## src/rtl/intersection_pkg.sv

```systemverilog
// Shared types for the intersection controller: phase encodings, light one-hots, phase durations.
// PED_WALK_EN adds the pedestrian all-red phase and widens the state register to 3 bits.
package intersection_pkg;

`ifdef PED_WALK_EN
  typedef enum logic [2:0] {
    MG_SR = 3'b000,
    MY_SR = 3'b010,
    MR_SG = 3'b011,
    MR_SY = 3'b001,
    PED   = 3'b100
  } state_t;
`else
  typedef enum logic [1:0] {
    MG_SR = 2'b00,
    MY_SR = 2'b10,
    MR_SG = 2'b11,
    MR_SY = 2'b01
  } state_t;
`endif

  // Light vectors are {red, yellow, green}
  localparam logic [2:0] LIGHT_RED    = 3'b100;
  localparam logic [2:0] LIGHT_YELLOW = 3'b010;
  localparam logic [2:0] LIGHT_GREEN  = 3'b001;

  function automatic int unsigned phase_time(state_t s, int unsigned green_t,
                                             int unsigned yellow_t, int unsigned walk_t);
    case (s)
      MG_SR, MR_SG: return green_t;
      MY_SR, MR_SY: return yellow_t;
      default:      return walk_t;
    endcase
  endfunction

endpackage

```

## src/rtl/intersection_controller_phase_timer.sv

```systemverilog
// Per-phase down-counter: loads on phase entry, otherwise decrements and saturates at zero.
module phase_timer #(
  parameter int unsigned           CNT_W   = 4,
  parameter logic [CNT_W-1:0]      RST_VAL = '0
) (
  input  logic             clk,
  input  logic             rst,
  input  logic             load,
  input  logic [CNT_W-1:0] load_val,
  output logic             time_out
);

  logic [CNT_W-1:0] cnt_q, cnt_d;

  always_comb begin
    cnt_d = cnt_q;
    if (load)
      cnt_d = load_val;
    else if (cnt_q != '0)
      cnt_d = cnt_q - CNT_W'(1);
  end

  always_ff @(posedge clk) begin
    if (rst) cnt_q <= RST_VAL;
    else     cnt_q <= cnt_d;
  end

  assign time_out = (cnt_q == '0);

endmodule

```

## src/rtl/intersection_controller.sv

```systemverilog
// Two-road intersection sequencer: phase FSM, pedestrian request latch and Moore light decode.
// Optional pedestrian walk phase is enabled by defining PED_WALK_EN.
module intersection_controller
  import intersection_pkg::*;
#(
  parameter int unsigned GREEN_TIME  = 10,
  parameter int unsigned YELLOW_TIME = 3,
  parameter int unsigned WALK_TIME   = 8,
  parameter int unsigned CNT_W       = 4
) (
  input  logic       clk,
  input  logic       rst,
  input  logic       side_car,
  input  logic       ped_req,
  output logic [2:0] phase,
  output logic [2:0] main_light,
  output logic [2:0] side_light,
  output logic       walk,
  output logic       ped_pending,
  output logic       phase_end
);

  state_t           state_q, state_d;
  logic             take;
  logic             time_out;
  logic [CNT_W-1:0] load_val;
  logic             ped_pending_q;

  phase_timer #(
    .CNT_W   (CNT_W),
    .RST_VAL (CNT_W'(GREEN_TIME - 1))
  ) u_timer (
    .clk      (clk),
    .rst      (rst),
    .load     (take),
    .load_val (load_val),
    .time_out (time_out)
  );

  // Transitions only fire at count zero; main green holds there until demand appears.
  always_comb begin
    state_d = state_q;
    take    = 1'b0;
    if (time_out) begin
      case (state_q)
        MG_SR: if (side_car || ped_pending_q) begin
          state_d = MY_SR;
          take    = 1'b1;
        end
        MY_SR: begin
          state_d = MR_SG;
          take    = 1'b1;
        end
        MR_SG: begin
          state_d = MR_SY;
          take    = 1'b1;
        end
        MR_SY: begin
`ifdef PED_WALK_EN
          state_d = ped_pending_q ? PED : MG_SR;
`else
          state_d = MG_SR;
`endif
          take    = 1'b1;
        end
        default: begin
          state_d = MG_SR;
          take    = 1'b1;
        end
      endcase
    end
  end

  assign load_val = CNT_W'(phase_time(state_d, GREEN_TIME, YELLOW_TIME, WALK_TIME) - 1);

  always_ff @(posedge clk) begin
    if (rst) state_q <= MG_SR;
    else     state_q <= state_d;
  end

`ifdef PED_WALK_EN
  logic ped_pending_d;

  // A request arriving on the PED-entry cycle wins over the clear.
  always_comb begin
    ped_pending_d = ped_pending_q;
    if (take && state_d == PED) ped_pending_d = 1'b0;
    if (ped_req)                ped_pending_d = 1'b1;
  end

  always_ff @(posedge clk) begin
    if (rst) ped_pending_q <= 1'b0;
    else     ped_pending_q <= ped_pending_d;
  end

  assign walk = (state_q == PED);
`else
  logic unused_ped_req;
  assign unused_ped_req = ped_req;
  assign ped_pending_q  = 1'b0;
  assign walk           = 1'b0;
`endif

  always_comb begin
    main_light = LIGHT_RED;
    side_light = LIGHT_RED;
    case (state_q)
      MG_SR: begin
        main_light = LIGHT_GREEN;
        side_light = LIGHT_RED;
      end
      MY_SR: begin
        main_light = LIGHT_YELLOW;
        side_light = LIGHT_RED;
      end
      MR_SG: begin
        main_light = LIGHT_RED;
        side_light = LIGHT_GREEN;
      end
      MR_SY: begin
        main_light = LIGHT_RED;
        side_light = LIGHT_YELLOW;
      end
      default: begin
        main_light = LIGHT_RED;
        side_light = LIGHT_RED;
      end
    endcase
  end

  assign phase       = 3'(state_q);
  assign ped_pending = ped_pending_q;
  assign phase_end   = take;

endmodule

```

## config.mk

```make
export PLATFORM = sky130hd
export DESIGN_NAME = intersection_controller
export DESIGN_NICKNAME = d
export VERILOG_FILES = /design/src/rtl/intersection_pkg.sv /design/src/rtl/intersection_controller_phase_timer.sv /design/src/rtl/intersection_controller.sv
export SDC_FILE = /design/constraint.sdc
export NUM_CORES = 1
export LEC_CHECK = 0
export ABC_AREA = 1
export ABC_CLOCK_PERIOD_IN_PS = 1500
export CAP_MARGIN = 20
export CORE_AREA = 5 5 42 44
export CTS_CLUSTER_DIAMETER = 100
export DETAILED_ROUTE_END_ITERATION = 7
export DIE_AREA = 0 0 47 49
export DONT_BUFFER_PORTS = 1
export PLACE_DENSITY = 0.46
export SLEW_MARGIN = 5
export SYNTH_ARGS = -nofsm -noshare
export SYNTH_HDL_FRONTEND = slang
export SYNTH_HIERARCHICAL = 1
export SYNTH_SLANG_ARGS = --single-unit
```

## constraint.sdc

```tcl
create_clock -name clk -period 1.5 [get_ports clk]
set_input_delay 0.45 -clock clk [delete_from_list [all_inputs] [get_ports clk]]
set_output_delay 0.45 -clock clk [all_outputs]
set_load 0.02 [all_outputs]
```

==> impl_metrics.prom, run 1 <==
# TYPE chip_impl_metric gauge
chip_impl_metric{name="floorplan.core_area",unit="sq um"} 1400
chip_impl_metric{name="effective_utilization_at_floorplan",unit=""} 0.327
chip_impl_info{name="synth.largest_area_cell",value="sky130_fd_sc_hd__dfxtp_1"} 1
chip_impl_metric{name="fmax",unit="MHz"} 572
chip_impl_info{name="cts_root_buf",value="sky130_fd_sc_hd__clkbuf_4"} 1
chip_impl_metric{name="finalSetupViolCount",unit=""} 4
chip_impl_metric{name="final_cell_count_without_fillers",unit=""} 113
chip_impl_metric{name="synth_sequential_area_ratio",unit=""} 0.262
chip_impl_metric{name="grt_overflow",unit=""} 0
chip_impl_metric{name="cp.arrival",unit="ps"} 1300
chip_impl_metric{name="synth_cells",unit=""} 79
chip_impl_metric{name="antenna_diode_count",unit=""} 0
chip_impl_metric{name="drt-vias-per-instance",unit=""} 4.35
chip_impl_metric{name="nNetsFinal",unit=""} 104
chip_impl_metric{name="cts_buffers",unit=""} 3
chip_impl_metric{name="floorplan.die_area",unit="sq um"} 2300
chip_impl_metric{name="finalCriticalPeriod",unit="ps"} 1750
chip_impl_metric{name="clock_insertion_delay_worst_skew",unit="ps"} 250
chip_impl_metric{name="design_area",unit="sq um"} 687
chip_impl_metric{name="nFillCells",unit=""} 151
chip_impl_metric{name="timing.critical_path.fanout_max",unit=""} 7
chip_impl_info{name="rsz0062_at_grt",value="true"} 1
chip_impl_metric{name="place_inst",unit=""} 106
chip_impl_metric{name="place_congestion",unit=""} 0.700
chip_impl_metric{name="detail_route.wirelength",unit="um"} 1140
chip_impl_metric{name="timing.critical_path.required",unit="ps"} 1050
chip_impl_metric{name="hold_viol",unit=""} 0
chip_impl_metric{name="hold-worst-slack",unit="ps"} 267
chip_impl_metric{name="power",unit="mW"} 1.12
chip_impl_info{name="path_class_of_the_lowest_slack_min_delay_path",value="primary input to flip-flop"} 1
chip_impl_metric{name="vias_in_the_first_global_route",unit=""} 440
chip_impl_info{name="failed_checks",value="negative setup slack"} 1
chip_impl_metric{name="power_density",unit="nW/um^2"} 1620
chip_impl_metric{name="layout_cells_sized_above_1",unit=""} 0.464
chip_impl_metric{name="num_vias",unit=""} 491
chip_impl_metric{name="synth_top_area_frac",unit=""} 0.262
chip_impl_metric{name="die_span_y",unit="um"} 49
chip_impl_metric{name="max_cap_viol_count",unit=""} 0
chip_impl_metric{name="global_route_usage_over_all_layers",unit=""} 0.102
chip_impl_metric{name="static-leakage-power",unit="nW"} 0.380
chip_impl_info{name="startpoint_type",value="flip-flop"} 1
chip_impl_metric{name="detailedPlace.worstSlack",unit="ps"} -58.2
chip_impl_metric{name="peakVddDrop",unit="mV"} 0.571
chip_impl_metric{name="ys_seq_elements",unit=""} 6
chip_impl_metric{name="synthesis.area",unit="sq um"} 458
chip_impl_metric{name="cell_row_count",unit=""} 14
chip_impl_metric{name="drc",unit=""} 0
chip_impl_metric{name="area_growth",unit="%"} 50.0
chip_impl_metric{name="cts_max_level",unit=""} 1
chip_impl_metric{name="detail_route.wl_per_cell",unit="um"} 10.0
chip_impl_metric{name="synthDistinctLibCells",unit=""} 18
chip_impl_metric{name="ios",unit=""} 16
chip_impl_metric{name="chipWidth",unit="um"} 47
chip_impl_info{name="tritoncts_clock_tree",value="built"} 1
chip_impl_metric{name="grt_max_degree",unit=""} 8
chip_impl_metric{name="grt_first_pass_wirelength",unit="um"} 1730
chip_impl_metric{name="skew",unit="ps"} 5.00
chip_impl_metric{name="syn-mean-instance-area",unit="sq um"} 5.80
chip_impl_metric{name="clkTransAtPathRegs",unit="ps"} 50
chip_impl_metric{name="synth_warnings",unit=""} 6
chip_impl_info{name="worst_setup_path_class",value="flip-flop to output pin"} 1
chip_impl_metric{name="post_dp_cell_area",unit="sq um"} 592
chip_impl_metric{name="cts_buffer_depth",unit=""} 2
chip_impl_metric{name="timing.final.crit_share",unit=""} 1.17
chip_impl_metric{name="initial_antenna_violation_count",unit=""} 0
chip_impl_metric{name="worst_slack",unit="ps"} -249
chip_impl_metric{name="ant_nets",unit=""} 0
chip_impl_metric{name="dp_hpwl",unit="um"} 820
chip_impl_info{name="cp-end-kind",value="output pin"} 1
chip_impl_metric{name="first_iter_violations",unit=""} 6
chip_impl_metric{name="finalMaxSlewViolations",unit=""} 0
chip_impl_metric{name="numClockSinks",unit=""} 6
chip_impl_metric{name="port_buffer_count",unit=""} 0
chip_impl_metric{name="dr.pass1.iters",unit=""} 4
chip_impl_info{name="synth.area.top_cells",value="sky130_fd_sc_hd__dfxtp_1, sky130_fd_sc_hd__nand2_1, sky130_fd_sc_hd__nor2_1, sky130_fd_sc_hd__inv_1, sky130_fd_sc_hd__nand2_2"} 1
chip_impl_info{name="outcome",value="finished, violations left"} 1
## flip-flops by register name, summed over array words and instances (netlist names)
register and cells:
u_timer/cnt_q 4, state_q 2
## kinds of logic (layout without fill, tap and decap cells)
kind of cell | Yosys count | in the layout | share of synthesized area
buffers and inverters | 17 | 32 | 0.186
flip-flops | 6 | 6 | 0.262
adder cells (fa/ha/maj) | 1 | 1 | 0.0273
other | 1 | 4 | 0.00819
AND/OR/NAND/NOR | 51 | 51 | 0.484
AO/OA/AOI/OAI | 3 | 3 | 0.0328
## per-layer routing
metal / wire (um) / vias up / part of all wire / GRT usage
met5: 0 / - / 0 / 0
met1: 444 / 215 / 0.39 / 0.115
met4: 0 / 0 / 0 / 0.0276
met2: 655 / 9 / 0.58 / 0.170
li1: - / 267 / - / -
met3: 35 / 0 / 0.031 / 0.0443
## Yosys cell counts
cell type and n:
sky130_fd_sc_hd__conb_1 1, sky130_fd_sc_hd__inv_1 10, sky130_fd_sc_hd__nand4_1 1, sky130_fd_sc_hd__nor2_1 11
sky130_fd_sc_hd__buf_4 3, sky130_fd_sc_hd__inv_4 1, sky130_fd_sc_hd__o21ai_0 1, sky130_fd_sc_hd__ha_1 1
sky130_fd_sc_hd__nand3_1 5, sky130_fd_sc_hd__dfxtp_1 6, sky130_fd_sc_hd__nand2_1 27, sky130_fd_sc_hd__buf_6 1
sky130_fd_sc_hd__clkbuf_1 1, sky130_fd_sc_hd__nor2_2 2, sky130_fd_sc_hd__nand2_2 4, sky130_fd_sc_hd__inv_2 1
sky130_fd_sc_hd__a21oi_1 2, sky130_fd_sc_hd__nand3_2 1
## metrics by stage
| stage | utilization | setup TNS (ps) |
|---|---|---|
| floorplan | - | 0 |
| global placement | 0.422 | -125 |
| detailed placement | 0.422 | -121 |
| CTS | 0.471 | -668 |
| global route | 0.490 | -1220 |
| finish | 0.490 | -660 |
## power by group
group | internal [mW] | total [mW] | leakage (nW) | switching, mW
Clock | 0.0906 | 0.151 | 0.0138 | 0.0600
Combinational | 0.310 | 0.692 | 0.316 | 0.382
Sequential | 0.217 | 0.273 | 0.0503 | 0.0563
## critical path, cell delays in order (launching register included)
cell and delay [ps]:
sky130_fd_sc_hd__dfxtp_1 310, sky130_fd_sc_hd__inv_2 60, sky130_fd_sc_hd__ha_4 150, sky130_fd_sc_hd__nand2_4 50, sky130_fd_sc_hd__nor2_4 200, sky130_fd_sc_hd__nand2_2 100, sky130_fd_sc_hd__nand3_4 170
## final cells by class
type | instances | area [sq um] | share of cell area
well taps | 16 | 20.0 | 0.0291
multi-input cells | 59 | 342 | 0.497
inverters | 12 | 47.5 | 0.0692
repair buffers | 17 | 131 | 0.191
clock buffers | 3 | 22.5 | 0.0328
flip-flops and latches | 6 | 124 | 0.180
## path summary, 6_finish.rpt
| path | startpoint | endpoint | slack [ps] | cells after the start |
|---|---|---|---|---|
| worst max-delay path | u_timer/cnt_q[1] | phase_end | -250 | 6 |
| worst min-delay path | rst | state_q[0] | 270 | 1 |
| worst max register to register | u_timer/cnt_q[1] | u_timer/cnt_q[1] | -180 | 16 |
| worst min register to register | u_timer/cnt_q[1] | u_timer/cnt_q[1] | 600 | 3 |
## cell usage in the layout (no fill, tap or decap), types with 2 or more instances in the layout
cell type	count
sky130_fd_sc_hd__a21oi_2	2
sky130_fd_sc_hd__buf_4	16
sky130_fd_sc_hd__clkbuf_4	3
sky130_fd_sc_hd__conb_1	4
sky130_fd_sc_hd__dfxtp_1	3
sky130_fd_sc_hd__dfxtp_2	3
sky130_fd_sc_hd__inv_1	8
sky130_fd_sc_hd__inv_2	3
sky130_fd_sc_hd__nand2_1	20
sky130_fd_sc_hd__nand2_2	8
sky130_fd_sc_hd__nand2_4	3
sky130_fd_sc_hd__nand3_1	4
sky130_fd_sc_hd__nand3_4	2
sky130_fd_sc_hd__nor2_1	11
## what timing repair did
| item | 4_1_cts | 5_1_grt |
|---|---|---|
| hold buffers | 0 | 0 |
| buffers inserted | 3 | 1 |
| gates resized for setup | 8 | 5 |
| pin swaps | 6 | 9 |
| endpoints found under the setup margin | 3 | 8 |
| gates cloned | 0 | 0 |
Power figures use the tool's default switching activity.
==> run 2: changes to the inputs <==
- SETUP_SLACK_MARGIN: unset -> 0.1
==> run 2 against run 1 <==
Count of clock-buffer cells in the layout stayed put. Largest cell class unchanged. The flow still finishes with violations (negative setup slack). Combinational power is 8.7% higher. Die area stayed put. Via count is 9.0% higher. Utilization is 6.8 points higher. Critical path type unchanged. Power is 6.5% higher. Setup slack worse by 14 ps. Clock power is 3% higher. Maximum frequency is 0.82% lower. Wire length is 14% higher. Critical endpoint unchanged. Highest routed layer unchanged. Clock skew is 4.3 ps higher.
==> impl_metrics.prom, run 2 (synthesis results as in run 1) <==
# TYPE chip_impl_metric gauge
chip_impl_info{name="outcome",value="finished, violations left"} 1
chip_impl_info{name="failed_checks",value="negative setup slack"} 1
chip_impl_metric{name="max_cap_viol_count",unit=""} 0
chip_impl_metric{name="initial_antenna_violation_count",unit=""} 0
chip_impl_info{name="worstPathCellList",value="inv_2, ha_4, nand2_4, nor2_4, nand2_4, nand3_4"} 1
chip_impl_info{name="rsz0062_at_grt",value="true"} 1
chip_impl_metric{name="nNetsFinal",unit=""} 108
chip_impl_metric{name="cell_row_count",unit=""} 14
chip_impl_metric{name="first_iter_violations",unit=""} 9
chip_impl_metric{name="nFillCells",unit=""} 141
chip_impl_metric{name="area_growth",unit="%"} 70.8
chip_impl_info{name="startpoint_type",value="flip-flop"} 1
chip_impl_metric{name="port_buffer_count",unit=""} 0
chip_impl_metric{name="chipWidth",unit="um"} 47
chip_impl_metric{name="post_dp_cell_area",unit="sq um"} 603
chip_impl_metric{name="antenna_diode_count",unit=""} 0
chip_impl_metric{name="ios",unit=""} 16
chip_impl_info{name="cts_root_buf",value="sky130_fd_sc_hd__clkbuf_4"} 1
chip_impl_metric{name="finalMaxSlewViolations",unit=""} 0
chip_impl_metric{name="floorplan.core_area",unit="sq um"} 1400
chip_impl_metric{name="effective_utilization_at_floorplan",unit=""} 0.327
chip_impl_metric{name="layout.area.seq",unit="sq um"} 130
chip_impl_metric{name="crit_path_max_incr_delay",unit="ps"} 320
chip_impl_metric{name="global_route_usage_over_all_layers",unit=""} 0.120
chip_impl_info{name="mostFrequentLayoutCells",value="sky130_fd_sc_hd__nand2_1, sky130_fd_sc_hd__buf_4, sky130_fd_sc_hd__nand2_2, sky130_fd_sc_hd__nor2_1, sky130_fd_sc_hd__nand2_4"} 1
chip_impl_metric{name="utilization",unit=""} 0.558
chip_impl_metric{name="clock_insertion_delay_worst_skew",unit="ps"} 250
chip_impl_metric{name="num_vias",unit=""} 535
chip_impl_metric{name="detail_route.wl_per_cell",unit="um"} 11.0
chip_impl_metric{name="cts_buffers",unit=""} 3
chip_impl_metric{name="drc",unit=""} 0
chip_impl_metric{name="dp_hpwl",unit="um"} 881
chip_impl_info{name="worst_path_most_repeated_cell",value="sky130_fd_sc_hd__nand2_4"} 1
chip_impl_info{name="largest_reg_by_ff_count",value="u_timer/cnt_q"} 1
chip_impl_metric{name="timing.critical_path.required",unit="ps"} 1050
chip_impl_metric{name="grt_first_pass_wirelength",unit="um"} 2060
chip_impl_metric{name="layout_cells_sized_above_1",unit=""} 0.594
chip_impl_metric{name="numClockSinks",unit=""} 6
chip_impl_metric{name="cts_max_level",unit=""} 1
chip_impl_metric{name="place_inst",unit=""} 107
chip_impl_metric{name="static-leakage-power",unit="nW"} 0.435
chip_impl_metric{name="largest_reg_flops",unit=""} 4
chip_impl_metric{name="grt_overflow",unit=""} 0
chip_impl_info{name="leading_cell_type_in_the_layout_fill_and_taps_excluded",value="sky130_fd_sc_hd__nand2_1"} 1
chip_impl_metric{name="vias_in_the_first_global_route",unit=""} 481
chip_impl_metric{name="grt_max_degree",unit=""} 9
chip_impl_metric{name="final_cell_count_without_fillers",unit=""} 117
chip_impl_metric{name="multi_input_comb_area",unit="sq um"} 392
chip_impl_metric{name="hold_viol",unit=""} 0
chip_impl_metric{name="detail_route.wirelength",unit="um"} 1290
chip_impl_metric{name="timing.setup.tns",unit="ps"} -633
chip_impl_metric{name="timing.final.crit_share",unit=""} 1.18
chip_impl_metric{name="peakVddDrop",unit="mV"} 0.755
chip_impl_metric{name="power",unit="mW"} 1.19
chip_impl_metric{name="finalSetupViolCount",unit=""} 4
chip_impl_metric{name="design_area",unit="sq um"} 782
chip_impl_info{name="critical_path_top_delay_cell",value="sky130_fd_sc_hd__dfxtp_2"} 1
chip_impl_metric{name="clkTransAtPathRegs",unit="ps"} 50
chip_impl_metric{name="skew",unit="ps"} 9.34
chip_impl_metric{name="place_congestion",unit=""} 0.739
chip_impl_metric{name="drt-vias-per-instance",unit=""} 4.57
chip_impl_metric{name="dr.pass1.iters",unit=""} 4
chip_impl_info{name="path_class_of_the_lowest_slack_min_delay_path",value="primary input to flip-flop"} 1
chip_impl_metric{name="worst_slack",unit="ps"} -264
chip_impl_info{name="cp-end-kind",value="output pin"} 1
chip_impl_metric{name="timing.critical_path.fanout_max",unit=""} 5
chip_impl_info{name="worst_setup_path_class",value="flip-flop to output pin"} 1
chip_impl_metric{name="cp.arrival",unit="ps"} 1310
chip_impl_metric{name="floorplan.die_area",unit="sq um"} 2300
chip_impl_metric{name="cts_buffer_depth",unit=""} 2
chip_impl_metric{name="finalCriticalPeriod",unit="ps"} 1760
chip_impl_info{name="reg.largest.list",value="u_timer/cnt_q: 4 flops, state_q: 2 flops"} 1
chip_impl_info{name="family_with_the_most_delay_on_the_worst_path",value="simple AND/OR/NAND/NOR gates"} 1
chip_impl_metric{name="power_density",unit="nW/um^2"} 1520
chip_impl_metric{name="critPathBufInv",unit=""} 1
chip_impl_metric{name="die_span_y",unit="um"} 49
chip_impl_info{name="tritoncts_clock_tree",value="built"} 1
chip_impl_metric{name="fmax",unit="MHz"} 567
chip_impl_metric{name="ant_nets",unit=""} 0
[run 2: cell count changes in the layout (fill, tap and decap cells not counted), sizes merged]
cell,previous run,this run
buf,17,20
nand3,6,7
[run 2: layout make-up]
class	instances	area share
multi-input cells	60	0.501
repair buffers	20	0.211
flip-flops and latches	6	0.166
inverters	12	0.0672
clock buffers	3	0.0288
well taps	16	0.0256
[run 2: power breakdown]
part           internal [mW]  leakage [nW]  total (mW)  switching (mW)
combinational          0.340         0.370       0.752           0.412
clock                 0.0909        0.0138       0.155          0.0639
sequential             0.219        0.0512       0.282          0.0624
[run 2: stage by stage]
step           hold WS (ps)  worst slack, ps
6_report                257             -264
5_1_grt                 242             -311
4_1_cts                 259             -250
3_5_place_dp            524            -48.6
3_3_place_gp            522            -52.9
2_1_floorplan           487             20.9
[run 2: what timing repair did]
action / CTS / global route
resized for setup: 13 / 21
cloned: 1 / 0
hold buffers: 0 / 0
pin swaps: 6 / 6
buffers inserted: 4 / 3
endpoints found under the setup margin: 10 / 12
[run 2: metal layers]
layer / GRT usage / wire (um) / vias up
met3: 0.0443 / 105 / 0
met5: 0 / 0 / -
met1: 0.144 / 484 / 242
li1: - / - / 278
met2: 0.190 / 702 / 15
met4: 0.0415 / 0 / 0
[run 2: path summary, 6_finish.rpt]
kind	start	end	slack, ps	cells past startpoint
max	u_timer/cnt_q[0]	phase_end	-260	6
min reg2reg	u_timer/cnt_q[1]	u_timer/cnt_q[1]	590	3
max reg2reg	u_timer/cnt_q[0]	u_timer/cnt_q[0]	-170	14
min	rst	state_q[0]	260	1
[run 2: worst register-to-register path, cell delays in order (launching register included)]
cell                      delay [ps]
sky130_fd_sc_hd__dfxtp_2         320
sky130_fd_sc_hd__inv_2            70
sky130_fd_sc_hd__ha_4            140
sky130_fd_sc_hd__nand2_4          60
sky130_fd_sc_hd__nor2_4          220
sky130_fd_sc_hd__nand2_4          90
sky130_fd_sc_hd__buf_6           130
sky130_fd_sc_hd__nand2_4          70
sky130_fd_sc_hd__buf_4           110
sky130_fd_sc_hd__nand3_2          80
sky130_fd_sc_hd__nand2_2          80
sky130_fd_sc_hd__nand2_1          50
sky130_fd_sc_hd__o21ai_1          70
sky130_fd_sc_hd__nand2_1          60
sky130_fd_sc_hd__nand3_1          60
